--- config.mk ---
export PLATFORM = sky130hd
export DESIGN_NAME = fetch_unit
export DESIGN_NICKNAME = d
export VERILOG_FILES = /design/src/rtl/fetch_pkg.sv /design/src/rtl/fetch_fifo.sv /design/src/rtl/fetch_unit.sv
export SDC_FILE = /design/constraint.sdc
export NUM_CORES = 1
export LEC_CHECK = 0
export ABC_AREA = 1
export BUFFER_PORTS_ARGS = -buffer_cell sky130_fd_sc_hd__buf_2
export CAP_MARGIN = 10
export CELL_PAD_IN_SITES_DETAIL_PLACEMENT = 1
export CELL_PAD_IN_SITES_GLOBAL_PLACEMENT = 1
export CORE_ASPECT_RATIO = 0.7
export CORE_UTILIZATION = 40
export CTS_CLUSTER_SIZE = 10
export DETAILED_ROUTE_END_ITERATION = 16
export GPL_TIMING_DRIVEN = 0
export HOLD_SLACK_MARGIN = 0.02
export PLACE_DENSITY_LB_ADDON = 0.1
export SYNTH_ARGS = -nofsm -noshare
export SYNTH_HDL_FRONTEND = slang
export SYNTH_SLANG_ARGS = --single-unit
export TNS_END_PERCENT = 20
--- constraint.sdc ---
create_clock -name clk -period 11.3 [get_ports clk]
set_input_delay 0.565 -clock clk [delete_from_list [all_inputs] [get_ports clk]]
set_output_delay 0.565 -clock clk [all_outputs]
set_load 0.05 [all_outputs]
--- src/rtl/fetch_pkg.sv ---
// fetch_pkg: shared constants and the prefetch-queue entry type for the fetch unit.
package fetch_pkg;

    localparam int unsigned XLEN_DEFAULT = 32;
    localparam logic [31:0] NOP_INST     = 32'h0000_0013;

    typedef struct packed {
        logic [XLEN_DEFAULT-1:0] pc;
        logic [31:0]             inst;
        logic                    misalign;
    } fetch_entry_t;

endpackage

--- src/rtl/fetch_fifo.sv ---
// fetch_fifo: DEPTH-entry synchronous FIFO of fetch entries with flush and
// first-word-fall-through read side.
module fetch_fifo
    import fetch_pkg::*;
#(
    parameter int unsigned DEPTH   = 4,
    parameter type         entry_t = fetch_entry_t
) (
    input  logic                       clk_i,
    input  logic                       rst_i,
    input  logic                       flush_i,
    input  logic                       push_i,
    input  entry_t                     data_i,
    input  logic                       pop_i,
    output entry_t                     head_o,
    output logic                       empty_o,
    output logic [$clog2(DEPTH):0]     count_o
);

    localparam int unsigned AW = $clog2(DEPTH);
    localparam int unsigned CW = AW + 1;
    localparam logic [CW-1:0] FULL_CNT = CW'(DEPTH);

    entry_t          mem_q [DEPTH];
    logic [AW-1:0]   rd_q;
    logic [AW-1:0]   wr_q;
    logic [CW-1:0]   cnt_q;
    logic            push_ok;
    logic            pop_ok;

    assign push_ok = push_i && (flush_i || (cnt_q != FULL_CNT));
    assign pop_ok  = pop_i && (cnt_q != '0) && !flush_i;

    // A push during flush lands in slot 0 so the queue restarts holding exactly that entry.
    always_ff @(posedge clk_i or posedge rst_i) begin
        if (rst_i) begin
            rd_q  <= '0;
            wr_q  <= '0;
            cnt_q <= '0;
            for (int unsigned i = 0; i < DEPTH; i++) begin
                mem_q[i] <= '0;
            end
        end else if (flush_i) begin
            rd_q <= '0;
            if (push_ok) begin
                mem_q[0] <= data_i;
                wr_q     <= AW'(1);
                cnt_q    <= CW'(1);
            end else begin
                wr_q  <= '0;
                cnt_q <= '0;
            end
        end else begin
            if (push_ok) begin
                mem_q[wr_q] <= data_i;
                wr_q        <= wr_q + AW'(1);
            end
            if (pop_ok) begin
                rd_q <= rd_q + AW'(1);
            end
            cnt_q <= cnt_q + CW'(push_ok) - CW'(pop_ok);
        end
    end

    assign head_o  = mem_q[rd_q];
    assign empty_o = (cnt_q == '0);
    assign count_o = cnt_q;

endmodule

--- src/rtl/fetch_unit.sv ---
// fetch_unit: PC generator, credit-limited imem requester and prefetch queue feeding decode.
// Optional macro FETCH_MISALIGN_CHECK_EN turns misaligned redirects into a single fault entry.
module fetch_unit
    import fetch_pkg::*;
#(
    parameter int unsigned     XLEN         = XLEN_DEFAULT,
    parameter logic [XLEN-1:0] RESET_VECTOR = '0,
    parameter int unsigned     DEPTH        = 4
) (
    input  logic            clk,
    input  logic            rst,
    input  logic            redirect_valid,
    input  logic [XLEN-1:0] redirect_pc,
    output logic            imem_req_valid,
    input  logic            imem_req_ready,
    output logic [XLEN-1:0] imem_req_addr,
    input  logic            imem_rsp_valid,
    input  logic [31:0]     imem_rsp_data,
    output logic            dec_valid,
    input  logic            dec_ready,
    output logic [XLEN-1:0] dec_pc,
`ifdef FETCH_MISALIGN_CHECK_EN
    output logic            dec_misalign,
`endif
    output logic [31:0]     dec_inst
);

    localparam int unsigned   CW    = $clog2(DEPTH) + 1;
    localparam logic [CW:0]   LIMIT = (CW+1)'(DEPTH);

    typedef struct packed {
        logic [XLEN-1:0] pc;
        logic [31:0]     inst;
`ifdef FETCH_MISALIGN_CHECK_EN
        logic            misalign;
`endif
    } entry_t;

    logic [XLEN-1:0] fetch_pc_q, fetch_pc_d;
    logic [XLEN-1:0] rsp_pc_q, rsp_pc_d;
    logic [CW-1:0]   outstanding_q, outstanding_d;
    logic [CW-1:0]   discard_q, discard_d;

    logic [XLEN-1:0] target;
    logic            fetch_halt;
    logic [CW-1:0]   count;
    logic [CW:0]     inflight;
    logic            req_fire;
    logic            rsp_fire;
    logic            rsp_drop;
    logic            fifo_push;
    logic            fifo_pop;
    logic            fifo_empty;
    entry_t          push_entry;
    entry_t          head;

`ifdef FETCH_MISALIGN_CHECK_EN
    logic            halt_q, halt_d;
    logic            mis;

    assign target     = redirect_pc;
    assign mis        = |redirect_pc[1:0];
    assign fetch_halt = halt_q;
`else
    localparam logic [XLEN-1:0] ALIGN_MASK = ~XLEN'(3);

    assign target     = redirect_pc & ALIGN_MASK;
    assign fetch_halt = 1'b0;
`endif

    // Stale responses still in flight hold credit until they drain, so the queue cannot overflow.
    assign inflight       = {1'b0, outstanding_q} + {1'b0, count};
    assign imem_req_valid = !rst && !redirect_valid && !fetch_halt && (inflight < LIMIT);
    assign imem_req_addr  = fetch_pc_q;
    assign req_fire       = imem_req_valid && imem_req_ready;

    assign rsp_fire = imem_rsp_valid && (outstanding_q != '0);
    assign rsp_drop = rsp_fire && (redirect_valid || (discard_q != '0));

`ifdef FETCH_MISALIGN_CHECK_EN
    assign fifo_push = (rsp_fire && !rsp_drop) || (redirect_valid && mis);
`else
    assign fifo_push = rsp_fire && !rsp_drop;
`endif
    assign fifo_pop  = dec_valid && dec_ready && !redirect_valid;

    always_comb begin
        push_entry      = '0;
        push_entry.pc   = rsp_pc_q;
        push_entry.inst = imem_rsp_data;
`ifdef FETCH_MISALIGN_CHECK_EN
        if (redirect_valid) begin
            push_entry.pc       = target;
            push_entry.inst     = NOP_INST;
            push_entry.misalign = 1'b1;
        end
`endif
    end

    always_comb begin
        fetch_pc_d    = fetch_pc_q;
        rsp_pc_d      = rsp_pc_q;
        outstanding_d = outstanding_q;
        discard_d     = discard_q;
`ifdef FETCH_MISALIGN_CHECK_EN
        halt_d        = halt_q;
`endif
        if (redirect_valid) begin
            fetch_pc_d    = target;
            rsp_pc_d      = target;
            outstanding_d = outstanding_q - CW'(rsp_fire);
            discard_d     = outstanding_q - CW'(rsp_fire);
`ifdef FETCH_MISALIGN_CHECK_EN
            halt_d        = mis;
`endif
        end else begin
            if (req_fire) begin
                fetch_pc_d = fetch_pc_q + XLEN'(4);
            end
            if (rsp_fire) begin
                if (discard_q != '0) begin
                    discard_d = discard_q - CW'(1);
                end else begin
                    rsp_pc_d = rsp_pc_q + XLEN'(4);
                end
            end
            outstanding_d = outstanding_q + CW'(req_fire) - CW'(rsp_fire);
        end
    end

    always_ff @(posedge clk or posedge rst) begin
        if (rst) begin
            fetch_pc_q    <= RESET_VECTOR;
            rsp_pc_q      <= RESET_VECTOR;
            outstanding_q <= '0;
            discard_q     <= '0;
`ifdef FETCH_MISALIGN_CHECK_EN
            halt_q        <= 1'b0;
`endif
        end else begin
            fetch_pc_q    <= fetch_pc_d;
            rsp_pc_q      <= rsp_pc_d;
            outstanding_q <= outstanding_d;
            discard_q     <= discard_d;
`ifdef FETCH_MISALIGN_CHECK_EN
            halt_q        <= halt_d;
`endif
        end
    end

    fetch_fifo #(
        .DEPTH   (DEPTH),
        .entry_t (entry_t)
    ) u_fifo (
        .clk_i   (clk),
        .rst_i   (rst),
        .flush_i (redirect_valid),
        .push_i  (fifo_push),
        .data_i  (push_entry),
        .pop_i   (fifo_pop),
        .head_o  (head),
        .empty_o (fifo_empty),
        .count_o (count)
    );

    assign dec_valid = !fifo_empty;
    assign dec_pc    = head.pc;
    assign dec_inst  = head.inst;
`ifdef FETCH_MISALIGN_CHECK_EN
    assign dec_misalign = dec_valid && head.misalign;
`endif

endmodule

==> results.txt, run 1 <==
The worst setup skew after layout is 0.0217 ns. The flow ran to the end, and the final reports show no timing, DRC or antenna violations. The internal power summed over all cells came out at 2.62 mW.

After synthesis, the share of flip-flops with an asynchronous set or reset is 1.00. The required time at the endpoint of the critical path is 10.74 ns. The overall power came out at 4.97 mW. Setup repair after global routing left no endpoint under its margin. The endpoint type of the worst setup path is an output port. The net switching component of the power came out at 2.35 mW. The total length of routed met2 wires is 24400 µm. The starting density of the core came out at 0.407. The slew at the pin closest to its max-slew limit came out at 0.752 ns. The portion of the clock cycle consumed by the worst path in the final layout came out at 0.354. The slowest stage of the critical path belongs to the cell clkbuf_1. The average instance in the mapped netlist occupies 8.12 µm². Fill cells in the final layout number 4788. TritonCTS built the clock tree. After clock tree synthesis, the setup repair step added 0 buffers. The clock network power share is 0.230. The final instance area is 18400 µm².

After floorplanning, the core was sized to cover 38600 µm². The number of hold buffers added after CTS came out at 0. The count of nets left with antenna violations after detail routing is 0.

The largest net degree at the start of global routing is 95. After detailed placement, the total cell area comes to 17300 µm². The tree built by TritonCTS fans out to 322 sinks.

The power density over the cells came out at 271 nW/µm². The highest metal layer with signal wires is met4. The die outline height came out at 168 µm. The endpoint identified for the worst register-to-register timing path is outstanding_q[2]$_DFF_PP0_. The number of placement rows came out at 60.

The number of max-cap violations is 0. The critical path launch point is u_fifo.rd_q[0]$_DFFE_PP0P_. The cell count after synthesis came out at 1937. The initial antenna violation count is 0.

The hold violation count in the final report is 0. In this run the tightest slew margin relative to its limit is 0.499. The average detailed-routed wire length per instance came out at 21.1 µm. The proportion of synthesized chip area in sequential cells is 0.513. The final period demand of the worst path is 4.00 ns. For the final routed database, the setup TNS stands at 0 ns.

The CTS H-tree depth is 2. The cell seen most often among critical-path stages is clkbuf_1. The power share of the sequential group came out at 0.325. The critical path's largest stage delay came out at 0.57 ns. Of the total power, the share spent switching nets is 0.472. The number of gates resized after CTS was 0.

The number of optimization iterations in the first detailed-route pass is 5. The first-pass GRT wire length is 88000 µm. The worst setup path is of the flop to output port kind. The detailed router put a total of 27700 µm of wire on met1. The setup slack of the most critical reg-to-reg path came out at 8.06 ns. The count of different cell masters after synthesis came out at 42. The leakage power of the design is 8.95 nW. The timing endpoint of the critical path is dec_pc[21]. For this run, the number of Yosys warnings is 0. The peak supply drop is 0.212 mV. The synthesized design contains 0 enable-type register cells. The number of failing setup endpoints in the final timing report is 0.

The data arrival at the endpoint of the critical path is 3.44 ns. The via count of the routed design is 14500. After synthesis the netlist holds a flip-flop and latch count of 322. The critical path goes through clkbuf_1, clkinv_1, clkbuf_1, clkbuf_1, nor2_1, o22ai_1, buf_2. Wires add up to 56500 µm.

The post-layout net count came out at 2232. The die boundary width is 239 µm. The maximum clock path buffer count is 3. Relative to the synthesized area, the layout overhead comes to 16.9%. In this run the critical register-to-register path is launched from outstanding_q[2]$_DFF_PP0_. The antenna diode instance count came out at 0. In the global route stage, overall resource usage came out at 0.285.

The multi-input combinational cell area came out at 6440 µm². During I/O placement, the number of pins put on the boundary was 168. The part of the total power dissipated in combinational logic came out at 0.445. For this run, the share of the core covered by cells in the final layout is 0.476. The min-delay analysis places its worst path in the category input pin to asynchronous set/reset pin.

The number of violations reported at the end of detailed-routing iteration 0 came out at 1085. The fraction of final layout cells with drive strength greater than 1 is 0.132. The peak fanout along the critical path is 10. The total count of max-transition violations in the final report came out at 0. The clock latency reported for the late side of the worst-skew pair came out at 0.55 ns.

The buffering stage count on the worst path with inverters included is 5. After detailed routing, the number of remaining DRC violations is 0. The worst-case reg-to-reg path depth came out at 14. The achievable frequency is 250 MHz. The sequential standard cell area is 8060 µm².

The leading register cell type out of synthesis is dfrtp_1. The cell at the root of the clock tree is clkbuf_16. Using the TritonRoute via totals, the vias-per-cell ratio works out to 5.39. The HPWL after detailed placement is 40200 µm. The via count of the first global-routing pass is 14900. The worst hold slack after final layout is 0.0648 ns. STA classifies the critical path startpoint as a flop. The congestion estimate from routability-driven global placement came to 0.925. The number of clock buffers inserted by TritonCTS is 39. The area of the die is 40100 µm². Broken down by cell family, the worst path's largest delay share belongs to buffers and inverters.

The number of buffers inserted by port buffering is 162. The total length of routed met3 wires came out at 3390 µm. After synthesis the cells add up to 15700 µm². The remaining global-route overflow is 0. Clock-pin slew was measured on the worst setup and hold paths at 0.06 ns. The logic depth of the worst path, buffers included came out at 7.
logic make-up (layout without fill, tap and decap cells):
logic type / count (synthesis) / count (layout) / share of synthesized area
other cells: 1 / 2 / 0.000239
compound gates: 515 / 515 / 0.174
simple gates: 791 / 791 / 0.203
flops: 322 / 322 / 0.513
buf+inv: 259 / 475 / 0.0778
xor+xnor: 31 / 31 / 0.0173
fa+ha+maj: 18 / 18 / 0.0153
sequential cells by signal, summed over array words and instances, names as in the netlist:
signal / flops
imem_req_addr: 30
u_fifo.rd_q: 2
u_fifo.wr_q: 2
outstanding_q: 3
u_fifo.count_o: 3
rsp_pc_q: 30
u_fifo.mem_q: 249
discard_q: 3
power groups by stage:
| stage | Combinational, mW | Clock (mW) | Sequential [mW] |
|---|---|---|---|
| after CTS | 2.23 | 1.17 | 1.61 |
| final | 2.21 | 1.14 | 1.62 |
| after detailed placement | 2.21 | 0 | 1.63 |
| after global routing | 2.39 | 1.21 | 1.65 |
| after global placement | 2.16 | 0 | 1.62 |
| after floorplan | 1.53 | 0 | 1.65 |
worst register-to-register path, stage by stage (launching register included):
cell and delay [ns]:
dfrtp_1 0.44, ha_1 0.32, nor2_1 0.10, nand2_1 0.06, nor2_1 0.16, nand2_1 0.26, clkbuf_1 0.37, ha_1 0.38
inv_1 0.04, ha_1 0.18, fa_1 0.37, xnor2_1 0.19, xor2_1 0.16, nand2_1 0.06, nand2_1 0.09
layer usage:
layer	up-vias	GRT usage
li1	6749	-
met1	7279	0.438
met2	362	0.419
met3	66	0.0497
met4	0	0.0599
met5	-	0
how the worst min path moves through the flow:
stage	endpoint	cells past startpoint	start	slack, ns
6_report	imem_req_addr[4]$_DFFE_PP0N_	2	rst	0.06
5_1_grt	imem_req_addr[4]$_DFFE_PP0N_	2	rst	0.11
4_1_cts	rsp_pc_q[2]$_DFFE_PP0P_	2	rst	0.08
3_5_place_dp	u_fifo.mem_q[89]$_DFFE_PP0P_	2	u_fifo.mem_q[89]$_DFFE_PP0P_	0.47
3_3_place_gp	u_fifo.mem_q[93]$_DFFE_PP0P_	2	u_fifo.mem_q[93]$_DFFE_PP0P_	0.46
2_1_floorplan	u_fifo.mem_q[91]$_DFFE_PP0P_	2	u_fifo.mem_q[91]$_DFFE_PP0P_	0.45
cell usage in the layout (no fill, tap or decap), drive strengths merged:
cell type / netlist / final
or2: 2 / 2
a31oi: 1 / 1
dfrtp: 322 / 322
xnor2: 5 / 5
clkbuf: 56 / 103
o21ai: 420 / 420
o21bai: 3 / 3
inv: 145 / 146
and2: 1 / 1
nand3: 80 / 80
nand3b: 1 / 1
conb: 1 / 2
a21boi: 1 / 1
nor3: 12 / 12
xor2: 26 / 26
o22ai: 63 / 63
and3: 1 / 1
nor2: 204 / 204
ha: 16 / 16
nand4: 5 / 5
clkinv: 2 / 4
a21oi: 11 / 11
a22oi: 3 / 3
o31ai: 1 / 1
nor3b: 1 / 1
o221ai: 1 / 1
fa: 2 / 2
buf: 56 / 221
clkinvlp: 0 / 1
o211ai: 11 / 11
nand2: 484 / 484
metrics by stage:
| step | std cells | setup WS (ns) |
|---|---|---|
| 3_5_place_dp | 2630 | 7.73 |
| 4_1_cts | 2681 | 7.28 |
| 2_1_floorplan | 1938 | 0.987 |
| 6_report | 2681 | 7.30 |
| 3_3_place_gp | 2627 | -2.39 |
| 5_1_grt | 2681 | 7.14 |
cell usage after synthesis, drive strengths merged, types with 3 or more instances:
cell	count	area (µm²)
a22oi	3	22.5
dfrtp	322	8060
nand2	484	1850
o22ai	63	394
buf	56	460
xor2	26	228
o21bai	3	22.5
ha	16	200
nor2	204	790
inv	145	544
a21oi	11	55.1
nand4	5	31.3
xnor2	5	43.8
nor3	12	60.1
o211ai	11	82.6
o21ai	420	2130
nand3	80	413
clkbuf	56	211
cell type report:
| cell class | count | share of cell area |
|---|---|---|
| Tap cell | 527 | 0.0359 |
| Clock buffer | 47 | 0.0575 |
| Timing Repair Buffer | 165 | 0.0486 |
| Multi-Input combinational cell | 1357 | 0.350 |
| Buffer | 112 | 0.0366 |
| Inverter | 147 | 0.0304 |
| Sequential cell | 322 | 0.438 |
| Clock inverter | 4 | 0.00204 |
No activity file was read; power rests on OpenSTA's default activity.
==> run 2, diff against run 1 <==
- clock period: 11.3 -> 3.5 ns (I/O delays scaled with it)
==> run 2 against run 1 <==
Effect of this change: combinational power increased to 3.3 times the previous value; non-clock buffer count increased by 67; clock power increased to 3.2 times the previous value; clock skew decreased by 0.0035 ns; largest cell class unchanged; register-to-register slack got worse by 7.3 ns; worst hold slack got worse by 0.032 ns; via count increased by 2.1%; critical path type unchanged; setup slack got worse by 7.2 ns; critical endpoint is now dec_pc[10]; sequential cell count unchanged.
==> results.txt, run 2 (synthesized netlist as in run 1, its figures left out) <==
Based on the critical path, the design can be clocked at up to 293 MHz. The worst hold-check path type is input pin to flop. The detailed router used layers up to and including met4. The filler cells instantiated in the layout total 4745. The die outline height is 168 µm.

In this design, the largest share of critical-path delay is due to buffers and inverters. For this design, the slowest cell found on the critical path is clkbuf_1. The initial antenna violation count is 0. The remaining global-route overflow came out at 0. The largest register by flop count is u_fifo.mem_q.

The worst setup path is launched from a flop. The power density over the cells came out at 844 nW/µm². The hold violation count in the final report came out at 0. The via count of the first global-routing pass is 15200. The buffering stage count on the worst path with inverters included is 4. The die boundary width is 239 µm. The flow ran to the end, and the final reports show no timing, DRC or antenna violations. Setup violations remaining at the end of the flow were counted as 0. The number of top-level pins came out at 168. The clock sink count is 322. The critical path crosses 6 cells after its start point. The clock latency reported for the late side of the worst-skew pair came out at 0.55 ns.

The largest net degree at the start of global routing came out at 42. In this run the standard cell core region covers 38600 µm². The overall power came out at 16.1 mW.

TritonCTS built the clock tree. The clock slew at the register clock pins of the worst setup and hold paths came out at 0.06 ns. The required time at the endpoint of the critical path is 3.32 ns.

Leaving out fill and tap cells, the most frequent cell in the layout is nand2_1. The area of the die is 40100 µm². The number of buffers inserted by port buffering is 162. The data arrival at the endpoint of the critical path came out at 3.23 ns. For this run, the post-layout net count is 2298. Setup repair after global routing left no endpoint under its margin. The overall global routing resource usage is 0.291.

The HPWL after detailed placement is 40500 µm. Adding up every negative setup slack in the final design gives 0 ns. The routed layout has 14800 vias. The number of violations reported at the end of detailed-routing iteration 0 is 1119. The number of optimization iterations in the first detailed-route pass is 5. The leakage power of the design is 9.26 nW.

The portion of the clock cycle consumed by the worst path in the final layout came out at 0.974. The worst setup path is captured at an output port. The most critical setup path has its startpoint at u_fifo.rd_q[0]$_DFFE_PP0P_.

In this run the deepest clock path goes through 3 buffers. Summing all multi-input logic gate instances after layout gives 6480 µm². The via-per-instance ratio came out at 5.37. In the final layout, the share of cells above drive strength 1 is 0.134. The average detailed-routed wire length per instance came out at 20.9 µm. The sequential standard cell area is 8060 µm².

By startpoint and endpoint, the worst setup path is classified as flop to output port. The worst path setup slack after routing came out at 0.0919 ns. The worst-case reg-to-reg path depth came out at 14. The worst relative slew slack came out at 0.481. The detail route stage leaves a number of antenna-violating nets equal to 0.

The first-pass GRT wire length is 89800 µm. The slew at the pin closest to its max-slew limit came out at 0.777 ns. Counting stages on the worst path, the most repeated cell is clkbuf_1.

The total count of max-transition violations in the final report is 0. Detailed routing placed a total of 25300 µm of wire on met2. The non-filler instance count after layout is 2745. The area growth from synthesis to layout came out at 21.5%. The most critical setup path has its endpoint at dec_pc[10]. The signal on the critical path passes through clkbuf_1, clkbuf_2, clkbuf_1, nor2_1, o22ai_1, buf_2. The worst-case IR drop observed on VDD is 0.602 mV.

Max-cap violations in this run came to 0. The number of placed instances, taps included, is 2635. The top cell types in the final layout, fill and taps aside, are 478 x nand2_1, 322 x dfrtp_1, 232 x o21ai_1. The post-CTS setup buffer count came out at 0. The total length of routed met3 wires is 2860 µm. The number of clock buffers inserted by TritonCTS came out at 38. The worst setup skew after layout came out at 0.0182 ns. The initial utilization of the core area, before any placement, comes to 0.407. The final period demand of the worst path came out at 3.41 ns. The final design utilization came out at 0.495. In this run the critical register-to-register path is launched from outstanding_q[2]$_DFF_PP0_. The antenna diode instance count came out at 0. The worst-case setup slack after placement is 0.301 ns.

The peak fanout along the critical path is 10. The capture point of the worst reg-to-reg path is outstanding_q[2]$_DFF_PP0_. The number of placement rows is 60. The register with the most flip-flops in the layout has 249 of them. The routability congestion estimate came out at 0.871. The cell at the root of the clock tree is clkbuf_16. CTS built an H-tree with a depth of 2. The routed metal-1 wirelength is 28300 µm. The number of remaining DRC errors came out at 0. The final wirelength came out at 57300 µm.

The critical path's largest stage delay is 0.58 ns. The setup slack of the most critical reg-to-reg path came out at 0.74 ns.
==> run 2: worst min path at each step <==
stage / startpoint / to / slack, ns / depth (start not counted)
detailed placement: rst / u_fifo.mem_q[231]$_DFFE_PP0P_ / 0.35 / 2
floorplan: redirect_pc[5] / rsp_pc_q[5]$_DFFE_PP0P_ / 0.31 / 2
finish: redirect_pc[31] / rsp_pc_q[31]$_DFFE_PP0P_ / 0.03 / 5
CTS: redirect_pc[31] / rsp_pc_q[31]$_DFFE_PP0P_ / 0.02 / 5
global placement: redirect_pc[20] / imem_req_addr[20]$_DFFE_PP0N_ / 0.44 / 3
global route: imem_req_ready / imem_req_addr[10]$_DFFE_PP0N_ / 0.06 / 4
==> run 2: worst min-delay path, cell delays in order <==
cell and delay, ns:
buf_2 0.08, nand2_1 0.09, o21ai_0 0.09, inv_1 0.04
nand2_1 0.06
==> run 2: power breakdown <==
group / internal [mW] / leakage [nW] / switching [mW] / total, mW
logic: 1.82 / 4.46 / 5.45 / 7.27
registers: 4.62 / 4.28 / 0.598 / 5.22
clock network: 2.09 / 0.520 / 1.54 / 3.63
total: 8.54 / 9.26 / 7.58 / 16.1
==> run 2: metrics by stage <==
step | area, µm² | hold WS [ns]
floorplan | 15800 | 0.310
global placement | 17200 | 0.438
detailed placement | 17400 | 0.347
CTS | 19100 | 0.0212
global route | 19100 | 0.0580
finish | 19100 | 0.0333
==> run 2: area by class of cell <==
type                            count  area share
Buffer                            112      0.0361
Clock buffer                       48      0.0556
Inverter                          147      0.0293
Multi-Input combinational cell   1357       0.339
Sequential cell                   322       0.422
Tap cell                          527      0.0345
Timing Repair Buffer              232      0.0833
==> run 2: metal layers <==
layer	vias to the layer above	GRT usage
li1	6888	-
met5	-	0
met4	0	0.0530
met1	7449	0.449
met2	349	0.437
met3	67	0.0379
==> run 2: repair_timing <==
item | CTS | global route
hold buffers | 62 | 0
setup endpoints to repair | 21 | 18
resized for setup | 5 | 3
endpoints found under the hold margin | 213 | 0
